File: src/rtl/regfile_mp.sv
// -----------------------------------------------------------------------------
// regfile_mp -- multi-read-port register file with write tracking
//
// Holds l = 2**s registers of n bits. One write port commits on the rising
// clock edge when both gwe and wen are high. R read ports (1..4) return their
// selected register combinationally with no handshake. A per-register
// "written" bit and a distinct-write counter record which registers have been
// committed since reset.
//
// Optional feature (macro REGFILE_BYPASS_EN):
//   defined   -> a read port whose select matches this cycle's committing write
//                returns wdata in the same cycle (write-to-read bypass).
//   undefined -> the read returns the pre-write value; the new value appears
//                from the next cycle on.
//
// Ports:
//   clk      in   1      single clock, rising edge
//   rst_n    in   1      asynchronous active-low reset
//   gwe      in   1      global write enable; 0 freezes all state
//   wen      in   1      write request for this cycle
//   wsel     in   s      register to write
//   wdata    in   n      write data
//   rsel     in   R*s    packed read selects, port k at [k*s +: s]
//   rdata    out  R*n    packed read data,    port k at [k*n +: n]
//   written  out  l      bit i set once register i has been committed
//   wcount   out  s+1    number of distinct registers committed since reset
// -----------------------------------------------------------------------------
module regfile_mp #(
    parameter int s = 3,
    parameter int n = 16,
    parameter int R = 2     // legal range 1..4
) (
    input  logic                  clk,
    input  logic                  rst_n,
    input  logic                  gwe,
    input  logic                  wen,
    input  logic [s-1:0]          wsel,
    input  logic [n-1:0]          wdata,
    input  logic [R*s-1:0]        rsel,
    output logic [R*n-1:0]        rdata,
    output logic [(2**s)-1:0]     written,
    output logic [s:0]            wcount
);

    localparam int         L         = 2**s;
    localparam logic [s:0] CNT_MAX   = (s+1)'(L);
    localparam logic [s:0] CNT_ONE   = (s+1)'(1);

    logic [n-1:0] regs_q [L];
    logic [n-1:0] regs_d [L];
    logic [L-1:0] written_q, written_d;
    logic [s:0]   wcount_q,  wcount_d;
    logic         commit;

    // A commit needs both enables; either one low freezes every register.
    assign commit = gwe & wen;

    always_comb begin
        regs_d    = regs_q;
        written_d = written_q;
        wcount_d  = wcount_q;
        if (commit) begin
            regs_d[wsel]    = wdata;
            written_d[wsel] = 1'b1;
            // Only a first write to a register counts; the saturation guard
            // keeps the counter at l even though it cannot logically exceed it.
            if (!written_q[wsel] && (wcount_q != CNT_MAX)) begin
                wcount_d = wcount_q + CNT_ONE;
            end
        end
    end

    always_ff @(posedge clk or negedge rst_n) begin
        if (!rst_n) begin
            for (int i = 0; i < L; i++) begin
                regs_q[i] <= '0;
            end
            written_q <= '0;
            wcount_q  <= '0;
        end else begin
            regs_q    <= regs_d;
            written_q <= written_d;
            wcount_q  <= wcount_d;
        end
    end

    // Read ports: purely combinational, independent of each other.
    for (genvar k = 0; k < R; k++) begin : g_rd
        logic [s-1:0] sel_k;
        logic [n-1:0] val_k;

        assign sel_k = rsel[k*s +: s];

        always_comb begin
            val_k = regs_q[sel_k];
`ifdef REGFILE_BYPASS_EN
            if (commit && (sel_k == wsel)) begin
                val_k = wdata;
            end
`endif
            // While reset is held the output is forced to zero, which also
            // masks the bypass path.
            if (!rst_n) begin
                val_k = '0;
            end
        end

        assign rdata[k*n +: n] = val_k;
    end

    assign written = written_q;
    assign wcount  = wcount_q;

endmodule

File: config.mk
export PLATFORM = sky130hd
export DESIGN_NAME = regfile_mp
export DESIGN_NICKNAME = d
export VERILOG_FILES = /design/src/rtl/regfile_mp.sv
export SDC_FILE = /design/constraint.sdc
export NUM_CORES = 1
export LEC_CHECK = 0
export BUFFER_PORTS_ARGS = -buffer_cell sky130_fd_sc_hd__buf_2
export CAP_MARGIN = 30
export CORE_MARGIN = 2
export CORE_UTILIZATION = 60
export DETAILED_ROUTE_END_ITERATION = 7
export PLACE_DENSITY = 0.83
export SLEW_MARGIN = 30
export SYNTH_ARGS = -nofsm -noshare
export SYNTH_HDL_FRONTEND = slang
export SYNTH_SLANG_ARGS = --single-unit
File: constraint.sdc
create_clock -name clk -period 2.4 [get_ports clk]
set_input_delay 0.36 -clock clk [delete_from_list [all_inputs] [get_ports clk]]
set_output_delay 0.36 -clock clk [all_outputs]
set_load 0.01 [all_outputs]
# Yosys cells after proc, flatten, opt, wreduce, memory -nomap -nowiden
# Cells that the tools add are included.
dict set report word_totals {
  word_cells 43
  ff_bits 140
}
dict set report op_classes {
  n_reduce_logical 5
  addsub 1
  n_lt_le_gt_ge 6
  eq_ne 1
  muxes 15
  bitwise 5
}
# op n
set ops {}
lappend ops {{bitwise mux 128 bit} 1}
lappend ops {{two-way mux 16 bit} 7}
lappend ops {{binary-select mux 16 bit (select 3 bit)} 2}
lappend ops {{demux 16 bit (select 3 bit)} 1}
lappend ops {{>= comparator 4 bit (second input constant)} 3}
lappend ops {{inverter 3 -> 4 bit} 3}
lappend ops {{bitwise OR 8 bit} 1}
lappend ops {{adder 4 x 1 -> 4 bit (second input constant)} 1}
lappend ops {{< comparator 3 x 4 -> 1 bit (second input constant)} 1}
lappend ops {{< comparator 4 x 1 -> 1 bit (second input constant)} 1}
lappend ops {{inequality test 4 bit (second input constant)} 1}
lappend ops {{binary-select mux 1 bit (select 3 bit)} 1}
lappend ops {{demux 1 bit (select 3 bit)} 1}
lappend ops {{>= comparator 3 x 1 -> 1 bit (second input constant)} 1}
lappend ops {{logical AND 1 bit} 3}
lappend ops {{two-way mux 1 bit} 2}
lappend ops {{AND reduction 2 bit} 1}
lappend ops {{bitwise AND 1 bit} 1}
lappend ops {{logical NOT 1 bit} 1}

# Longest topological paths before layout
# Gate-level depths: netlist of the first run.
dict set report depth {
  depth_word 6
  mapped_depth 6
  mapped_depth_nobuf 6
}

# Worst setup path before layout of the first run
# Ideal clock, no wire load.
dict set report synth_timing {
  path_type {in2out}
  startpoint {input port rsel[0]}
  endpoint {output port rdata[0]}
  t_arrival_ns 1.614
  t_required_ns 2.040
  setup_slack_ns 0.426
  path_buffers 2
  cell_stages 5
  path_cell_list {clkbuf_1 buf_2 mux4_2 mux2i_1 nor2b_1}
}
dict set report synth_between {
  elab_chain_len 5
}
# element line
set synth_rtl {}
lappend synth_rtl {{start, declared} 39} ;# input logic [R*s-1:0] rsel,
lappend synth_rtl {{inverter 3 -> 4 bit (implied by the code)} 95} ;# val_k = regs_q[sel_k];
lappend synth_rtl {{binary-select mux 16 bit (select 3 bit)} 95}
lappend synth_rtl {{two-way mux 16 bit (implied by the code) (2 in a row)} 95}
lappend synth_rtl {{two-way mux 16 bit} 103} ;# if (!rst_n) begin
lappend synth_rtl {{end, declared} 40} ;# output logic [R*n-1:0] rdata,
# Every way passes these cells. The select of a mux whose other input is x is not followed.

# Final worst setup path of the first run
dict set report layout_timing {
  startpoint {input port rst_n}
  endpoint {output port rdata[3]}
}
dict set report layout_between {
  elab_chain_len 1
}
# element line
set layout_rtl {}
lappend layout_rtl {{start, declared} 34} ;# input logic rst_n,
lappend layout_rtl {{two-way mux 16 bit} 103}
# Every way passes these cells.

==> results.sh, run 1 <==
export IMPL_final_cell_mix="140 x sky130_fd_sc_hd__dfrtp_1, 132 x sky130_fd_sc_hd__mux2_2, 71 x sky130_fd_sc_hd__buf_2"
export IMPL_detail_route_wirelength_um=16800
export IMPL_cts_num_sinks=140
export IMPL_worst_ep_required_time_ns=2.04
export IMPL_clock_latency_ns=0.41
export IMPL_leakagePower_uw=0.00379
export IMPL_top_signal_layer_used="met4"
export IMPL_power_density_cell_area_nw_per_um2=892
export IMPL_final_period_minus_worst_setup_slack_ns=2.12
export IMPL_post_cts_setup_buffer_count=0
export IMPL_crit_slowest_cell="sky130_fd_sc_hd__dlygate4sd3_1"
export IMPL_via_density_per_instance=6.39
export IMPL_crit_chain="dlygate4sd3_1 > buf_6 > buf_4 > nor2b_1 > buf_2"
export IMPL_avgSynthCellArea_sq_um=15.6
export IMPL_final_antenna_net_count=0
export IMPL_pwr_total_uw=7730
export IMPL_drc=0
export IMPL_post_synth_top_area_fraction_pct=47.6
export IMPL_detailroute_wirelength_met2_um=8740
export IMPL_post_route_period_util_pct=88.3
export IMPL_post_synthesis_sequential_area_ratio_pct=47.6
export IMPL_vdd_ir_drop_max_uv=667
export IMPL_yosysWarnings=0
export IMPL_synth_top_cells_by_area="sky130_fd_sc_hd__dfrtp_1 48%, sky130_fd_sc_hd__mux2_2 20%, sky130_fd_sc_hd__mux4_2 20%"
export IMPL_cpPeakStageDelay_ns=0.54
export IMPL_buffer_ports_inserted=72
export IMPL_setup_viol=0
export IMPL_clockBufferDepth=2
export IMPL_synth_lib_cells_used_distinct=24
export IMPL_netlist_instances=471
export IMPL_dr_total_vias=4588
export IMPL_drt_pass1_iterations=4
export IMPL_wire_length_of_the_first_global_routing_pass_um=26900
export IMPL_place_gp_congestion=0.756
export IMPL_setup_repair_after_global_routing_missed_its_margin="no"
export IMPL_totalNegativeSetupSlack_ns=0
export IMPL_grtUsageTotal_pct=27.8
export IMPL_floorplan_initialDensity_pct=61.3
export IMPL_antenna_cells=0
export IMPL_synth_seq_cells=140
export IMPL_drtIter0Drc=328
export IMPL_slew_headroom_pct=64.6
export IMPL_cts_tree="built"
export IMPL_worst_pin_slew_ns=0.531
export IMPL_met3WireLength_um=905
export IMPL_worst_setup_path_end_kind="output pin"
export IMPL_number_of_fillers_in_the_final_layout=756
export IMPL_cts_root_buf="sky130_fd_sc_hd__clkbuf_16"
export IMPL_mostFrequentLayoutCell="sky130_fd_sc_hd__dfrtp_1"
export IMPL_largest_net_degree_at_the_start_of_global_routing=33
export IMPL_met1_length_um=6760
export IMPL_synthesis_nets=502
export IMPL_timing_max_cap_violations=0
export IMPL_path_max_fanout=28
export IMPL_dp_wirelength_um=10700
export IMPL_cp_arrival_ns=1.76
export IMPL_hp_class="input port to flip-flop"
export IMPL_cts_clk_slew_worst_paths_ns=0.06
export IMPL_max_clock_freq_ghz=0.472
export IMPL_synth_area_sq_um=7360
export IMPL_first_global_vias=4962
export IMPL_slew_violations=0
export IMPL_route_detailed_wl_per_inst_um=23.3
export IMPL_globalRouteOverflowTotal=0
export IMPL_multi_input_gate_area_in_the_final_layout_sq_um=3710
export IMPL_die_area_sq_um=13200
export IMPL_yosysTopAreaCell="sky130_fd_sc_hd__dfrtp_1"
export IMPL_layout_drive_gt1_share_pct=58.8
export IMPL_startpoint_type="input port"
export IMPL_syn_to_final_growth_pct=17.7
export IMPL_clock_tree_htree_level_count=4
export IMPL_grt_antenna_before_repair=0
export IMPL_timing_hold_violations_final=0
export IMPL_clock_skew_final_ns=0.00268
export IMPL_status="finished, final reports clean"
export IMPL_die_w_um=115
export IMPL_placementRows=40
export IMPL_io_pin_count=73
export IMPL_final_net_count=589
export IMPL_coreArea_sq_um=12000
export IMPL_register_area_sq_um=3500
export IMPL_numCtsBuffers=17
export IMPL_timing_setup_critical_path_class="input port to output pin"
export IMPL_die_h_um=115
[area by class of cell]
| class | count | share of cell area (%) |
|---|---|---|
| inverters | 2 | 0.0866 |
| clock inverters | 13 | 1.43 |
| clock buffers | 19 | 5.23 |
| well taps | 147 | 2.12 |
| flip-flops and latches | 140 | 40.4 |
| repair buffers | 99 | 7.90 |
| multi-input cells | 298 | 42.8 |
[worst paths after layout]
| path | cells past startpoint | endpoint | slack [ns] | startpoint |
|---|---|---|---|---|
| min in group asynchronous | 2 | regs_q[52] | 0.38 | rst_n |
| min | 2 | regs_q[0] | 0.28 | wdata[0] |
| max | 5 | rdata[3] | 0.28 | rst_n |
| max reg2reg | 6 | wcount[1] | 0.57 | wcount[0] |
| min reg2reg | 1 | written[3] | 0.50 | written[3] |
| max in group asynchronous | 4 | regs_q[12] | 1.24 | rst_n |
[synthesized netlist by cell type]
| cell | number |
|---|---|
| sky130_fd_sc_hd__a222oi_1 | 1 |
| sky130_fd_sc_hd__inv_1 | 2 |
| sky130_fd_sc_hd__nand2b_1 | 4 |
| sky130_fd_sc_hd__dfrtp_1 | 140 |
| sky130_fd_sc_hd__mux2_4 | 1 |
| sky130_fd_sc_hd__nor3_2 | 3 |
| sky130_fd_sc_hd__and3b_1 | 1 |
| sky130_fd_sc_hd__or3_1 | 1 |
| sky130_fd_sc_hd__mux4_2 | 64 |
| sky130_fd_sc_hd__nand3_1 | 3 |
| sky130_fd_sc_hd__mux2i_1 | 32 |
| sky130_fd_sc_hd__buf_2 | 14 |
| sky130_fd_sc_hd__ha_1 | 2 |
| sky130_fd_sc_hd__nand2_1 | 4 |
| sky130_fd_sc_hd__or2_2 | 6 |
| sky130_fd_sc_hd__and3_1 | 1 |
| sky130_fd_sc_hd__a311oi_1 | 1 |
| sky130_fd_sc_hd__mux2_2 | 132 |
| sky130_fd_sc_hd__xnor2_1 | 3 |
| sky130_fd_sc_hd__clkbuf_1 | 14 |
| sky130_fd_sc_hd__nor2b_1 | 34 |
| sky130_fd_sc_hd__nor2_1 | 5 |
| sky130_fd_sc_hd__buf_1 | 2 |
| sky130_fd_sc_hd__buf_6 | 1 |
[registers in the layout, summed over array words and instances, names as in the netlist]
| name | count |
|---|---|
| regs_q | 128 |
| written | 8 |
| wcount | 4 |
[through the flow]
step / util [%] / std cells / worst slack (ns) / hold WS [ns] / cell area [sq um]
final: 72.1 / 718 / 0.281 / 0.280 / 8660
after global routing: 72.1 / 718 / 0.141 / 0.287 / 8660
after CTS: 72.1 / 718 / 0.263 / 0.264 / 8660
after detailed placement: 67.3 / 685 / 0.300 / 0.240 / 8080
after global placement: 67.3 / 685 / 0.344 / 0.236 / 8080
after floorplan: - / 471 / 0.426 / 0.0644 / 7360
[timing repair]
action | CTS | global route
resized for setup | 0 | 0
endpoints found under the hold margin | 17 | 0
hold buffers | 1 | 0
endpoints found under the setup margin | 0 | 0
[power breakdown]
group / switching [uW] / internal [uW]
registers: 454 / 2930
logic: 671 / 1130
clock network: 975 / 1570
[critical path, delay by kind of cell]
kind	cells	cell delay, ns
buffers and inverters	4	1.23
AND/OR/NAND/NOR	1	0.15
[kinds of logic (layout without fill, tap and decap cells)]
family          after synthesis  in the layout  share of synthesized area (%)
buf+inv                      33            133                           2.02
mux                         229            229                           44.3
flops                       140            140                           47.6
xor+xnor                      3              3                          0.357
compound gates                2              2                          0.255
fa+ha+maj                     2              2                          0.340
simple gates                 62             62                           5.10
[per-layer routing]
| layer | global-route usage (%) | vias to the layer above |
|---|---|---|
| met5 | 0 | - |
| li1 | - | 1965 |
| met1 | 35.0 | 2434 |
| met4 | 10.1 | 0 |
| met2 | 47.5 | 159 |
| met3 | 6.54 | 30 |
(Power assumes the default switching activity.)
==> run 2: changes to the inputs <==
--- a/config.mk
+++ b/config.mk
@@ -8,9 +8,10 @@
 export BUFFER_PORTS_ARGS = -buffer_cell sky130_fd_sc_hd__buf_2
 export CAP_MARGIN = 30
 export CORE_MARGIN = 2
-export CORE_UTILIZATION = 60
+export CORE_UTILIZATION = 54
+export CTS_BUF_LIST = sky130_fd_sc_hd__clkbuf_8 sky130_fd_sc_hd__clkbuf_16
 export DETAILED_ROUTE_END_ITERATION = 7
-export PLACE_DENSITY = 0.83
+export PLACE_DENSITY = 0.79
 export SLEW_MARGIN = 30
 export SYNTH_ARGS = -nofsm -noshare
 export SYNTH_HDL_FRONTEND = slang
==> constraint.sdc (replaced) <==
create_clock -name clk -period 1.9 [get_ports clk]
set_input_delay 0.285 -clock clk [delete_from_list [all_inputs] [get_ports clk]]
set_output_delay 0.285 -clock clk [all_outputs]
set_load 0.01 [all_outputs]
==> run 2 against run 1 <==
  * The run now ends with negative setup slack left
  * Clock skew is 0.00079 ns lower
  * Hold slack lost 0.088 ns
  * Critical path depth down 1
  * Global-route usage down 1.9 points
  * Register-to-register slack worse by 0.40 ns
  * Power is 31% higher
  * Combinational power grew 37%
  * Utilization is 3.9 points lower
  * Sequential power is 26% higher
  * Critical endpoint is now rdata[7]
  * Largest cell class unchanged
  * Largest power group unchanged
==> results.sh, run 2 (same netlist as run 1, synthesis figures left out) <==
export IMPL_timing_hold_violations_final=0
export IMPL_wire_length_of_the_first_global_routing_pass_um=28000
export IMPL_r2r_start="wcount[0]"
export IMPL_coreArea_sq_um=13300
export IMPL_dr_total_vias=4674
export IMPL_detail_route_wirelength_um=17200
export IMPL_layout_setup_ws_ns=-0.116
export IMPL_crit_chain="mux4_2 > mux2i_2 > nor2b_1 > buf_2"
export IMPL_violations="negative setup slack"
export IMPL_clock_latency_ns=0.42
export IMPL_buffer_ports_inserted=72
export IMPL_syn_to_final_growth_pct=23.3
export IMPL_worst_slack_at_placement_ns=0.00118
export IMPL_min_from="wdata[13]"
export IMPL_antenna_cells=0
export IMPL_die_h_um=121
export IMPL_number_of_fillers_in_the_final_layout=903
export IMPL_crit_slowest_cell="sky130_fd_sc_hd__mux4_2"
export IMPL_largest_net_degree_at_the_start_of_global_routing=49
export IMPL_final_cell_mix="140 x sky130_fd_sc_hd__dfrtp_1, 132 x sky130_fd_sc_hd__mux2_2, 71 x sky130_fd_sc_hd__buf_2"
export IMPL_via_density_per_instance=6.09
export IMPL_worst_setup_path_end_kind="output pin"
export IMPL_worst_setup_path_startpoint="regs_q[71]"
export IMPL_clock_tree_htree_level_count=4
export IMPL_die_w_um=121
export IMPL_final_antenna_net_count=0
export IMPL_io_pin_count=73
export IMPL_place_gp_congestion=0.784
export IMPL_drc=0
export IMPL_placementRows=42
export IMPL_cp_arrival_ns=1.73
export IMPL_cts_root_buf="sky130_fd_sc_hd__clkbuf_16"
export IMPL_grtUsageTotal_pct=25.8
export IMPL_drt_pass1_iterations=4
export IMPL_worst_pin_slew_ns=0.370
export IMPL_cpPeakStageDelay_ns=0.51
export IMPL_layout_drive_gt1_share_pct=61.1
export IMPL_numCtsBuffers=17
export IMPL_critical_path_n_buffers_inverters=1
export IMPL_startpoint_type="flip-flop"
export IMPL_first_global_vias=5178
export IMPL_die_area_sq_um=14600
export IMPL_cts_clk_slew_worst_paths_ns=0.06
export IMPL_setup_repair_after_global_routing_missed_its_margin="yes"
export IMPL_slew_headroom_pct=75.3
export IMPL_cts_tree="built"
export IMPL_clockBufferDepth=2
export IMPL_final_period_minus_worst_setup_slack_ns=2.02
export IMPL_cts_num_sinks=140
export IMPL_globalRouteOverflowTotal=0
export IMPL_final_net_count=610
export IMPL_dp_wirelength_um=10900
export IMPL_floorplan_initialDensity_pct=55.4
export IMPL_largest_register="regs_q"
export IMPL_fin_hold_ws_ns=0.192
export IMPL_timing_setup_critical_path_class="flip-flop to output pin"
export IMPL_mostFrequentLayoutCell="sky130_fd_sc_hd__dfrtp_1"
export IMPL_post_route_period_util_pct=106
export IMPL_drtIter0Drc=285
export IMPL_route_detailed_wl_per_inst_um=22.5
export IMPL_setup_viol=24
export IMPL_power_density_cell_area_nw_per_um2=1120
export IMPL_largest_delay_share_family_worst_path="multiplexers"
export IMPL_clock_skew_final_ns=0.00189
export IMPL_worst_ep_required_time_ns=1.62
export IMPL_path_max_fanout=3
export IMPL_max_clock_freq_ghz=0.496
export IMPL_vdd_ir_drop_max_uv=811
export IMPL_leakagePower_uw=0.00396
export IMPL_slew_violations=0
export IMPL_largest_reg_flops=128
export IMPL_status="complete, but fails checks"
export IMPL_timing_max_cap_violations=0
export IMPL_hp_class="input port to flip-flop"
export IMPL_grt_antenna_before_repair=0
==> run 2: cell types whose count changed in the layout (fill, tap and decap cells not counted) <==
cell / previous run / this run
sky130_fd_sc_hd__clkinv_4: 1 / 0
sky130_fd_sc_hd__buf_12: 9 / 22
sky130_fd_sc_hd__buf_4: 17 / 25
sky130_fd_sc_hd__mux2i_2: 0 / 5
sky130_fd_sc_hd__bufinv_16: 2 / 4
sky130_fd_sc_hd__clkbuf_8: 2 / 1
sky130_fd_sc_hd__mux2i_1: 32 / 27
==> run 2: worst paths after layout <==
check	endpoint	slack [ns]	cells after the start
worst max-delay path	rdata[7]	-0.12	4
worst min-delay path	regs_q[125]	0.19	2
worst max register to register	wcount[1]	0.17	6
worst min register to register	written[6]	0.49	1
max in group asynchronous	regs_q[112]	0.86	4
min in group asynchronous	regs_q[90]	0.22	2
==> run 2: per-stage QoR <==
step | setup TNS (ns) | total power, uW | cell area [sq um] | utilization [%] | instances
6_report | -1.26 | 10200 | 9080 | 68.3 | 768
5_1_grt | -3.15 | 10600 | 9080 | 68.3 | 768
4_1_cts | -1.63 | 10200 | 9020 | 67.9 | 762
3_5_place_dp | 0 | 6630 | 8340 | 62.8 | 723
3_3_place_gp | 0 | 6450 | 8340 | 62.8 | 723
2_1_floorplan | 0 | 5790 | 7360 | - | 471
==> run 2: layout make-up <==
cell class / count / area, sq um / area share [%]
multi-input cells: 298 / 3730 / 41.1
flip-flops and latches: 140 / 3500 / 38.6
repair buffers: 120 / 1000 / 11.1
clock buffers: 18 / 439 / 4.84
well taps: 176 / 220 / 2.43
clock inverters: 14 / 175 / 1.93
inverters: 2 / 7.51 / 0.0827
==> run 2: where the power goes <==
part | switching [uW] | leakage, uW | internal, uW
logic | 908 | 0.00195 | 1560
registers | 550 | 0.00170 | 3700
clock network | 1240 | 0.000305 | 2210
==> run 2: layer usage <==
layer  wire length, um  share of wire (%)  global-route usage [%]  up-vias
li1                  -                  -                       -     2017
met1              7260                 42                    34.4     2491
met2              8810                 51                    42.2      135
met3               834                4.8                    5.71       31
met4               343                2.0                    9.23        0
met5                 0                  0                       0        -
==> run 2: worst register-to-register path, delay by kind of cell (launching register included) <==
kind,cells,cell delay [ns]
simple gates,2,0.33
flops,1,0.42
buf+inv,1,0.07
compound gates,1,0.31
fa+ha+maj,1,0.20
mux,1,0.30
==> run 2: what timing repair did <==
item                       CTS  global route
setup buffers                6             6
setup endpoints to repair   32            32
resized for setup            3             2
hold buffers                 1             0
hold endpoints to repair    60             0
pin swaps                    0             0
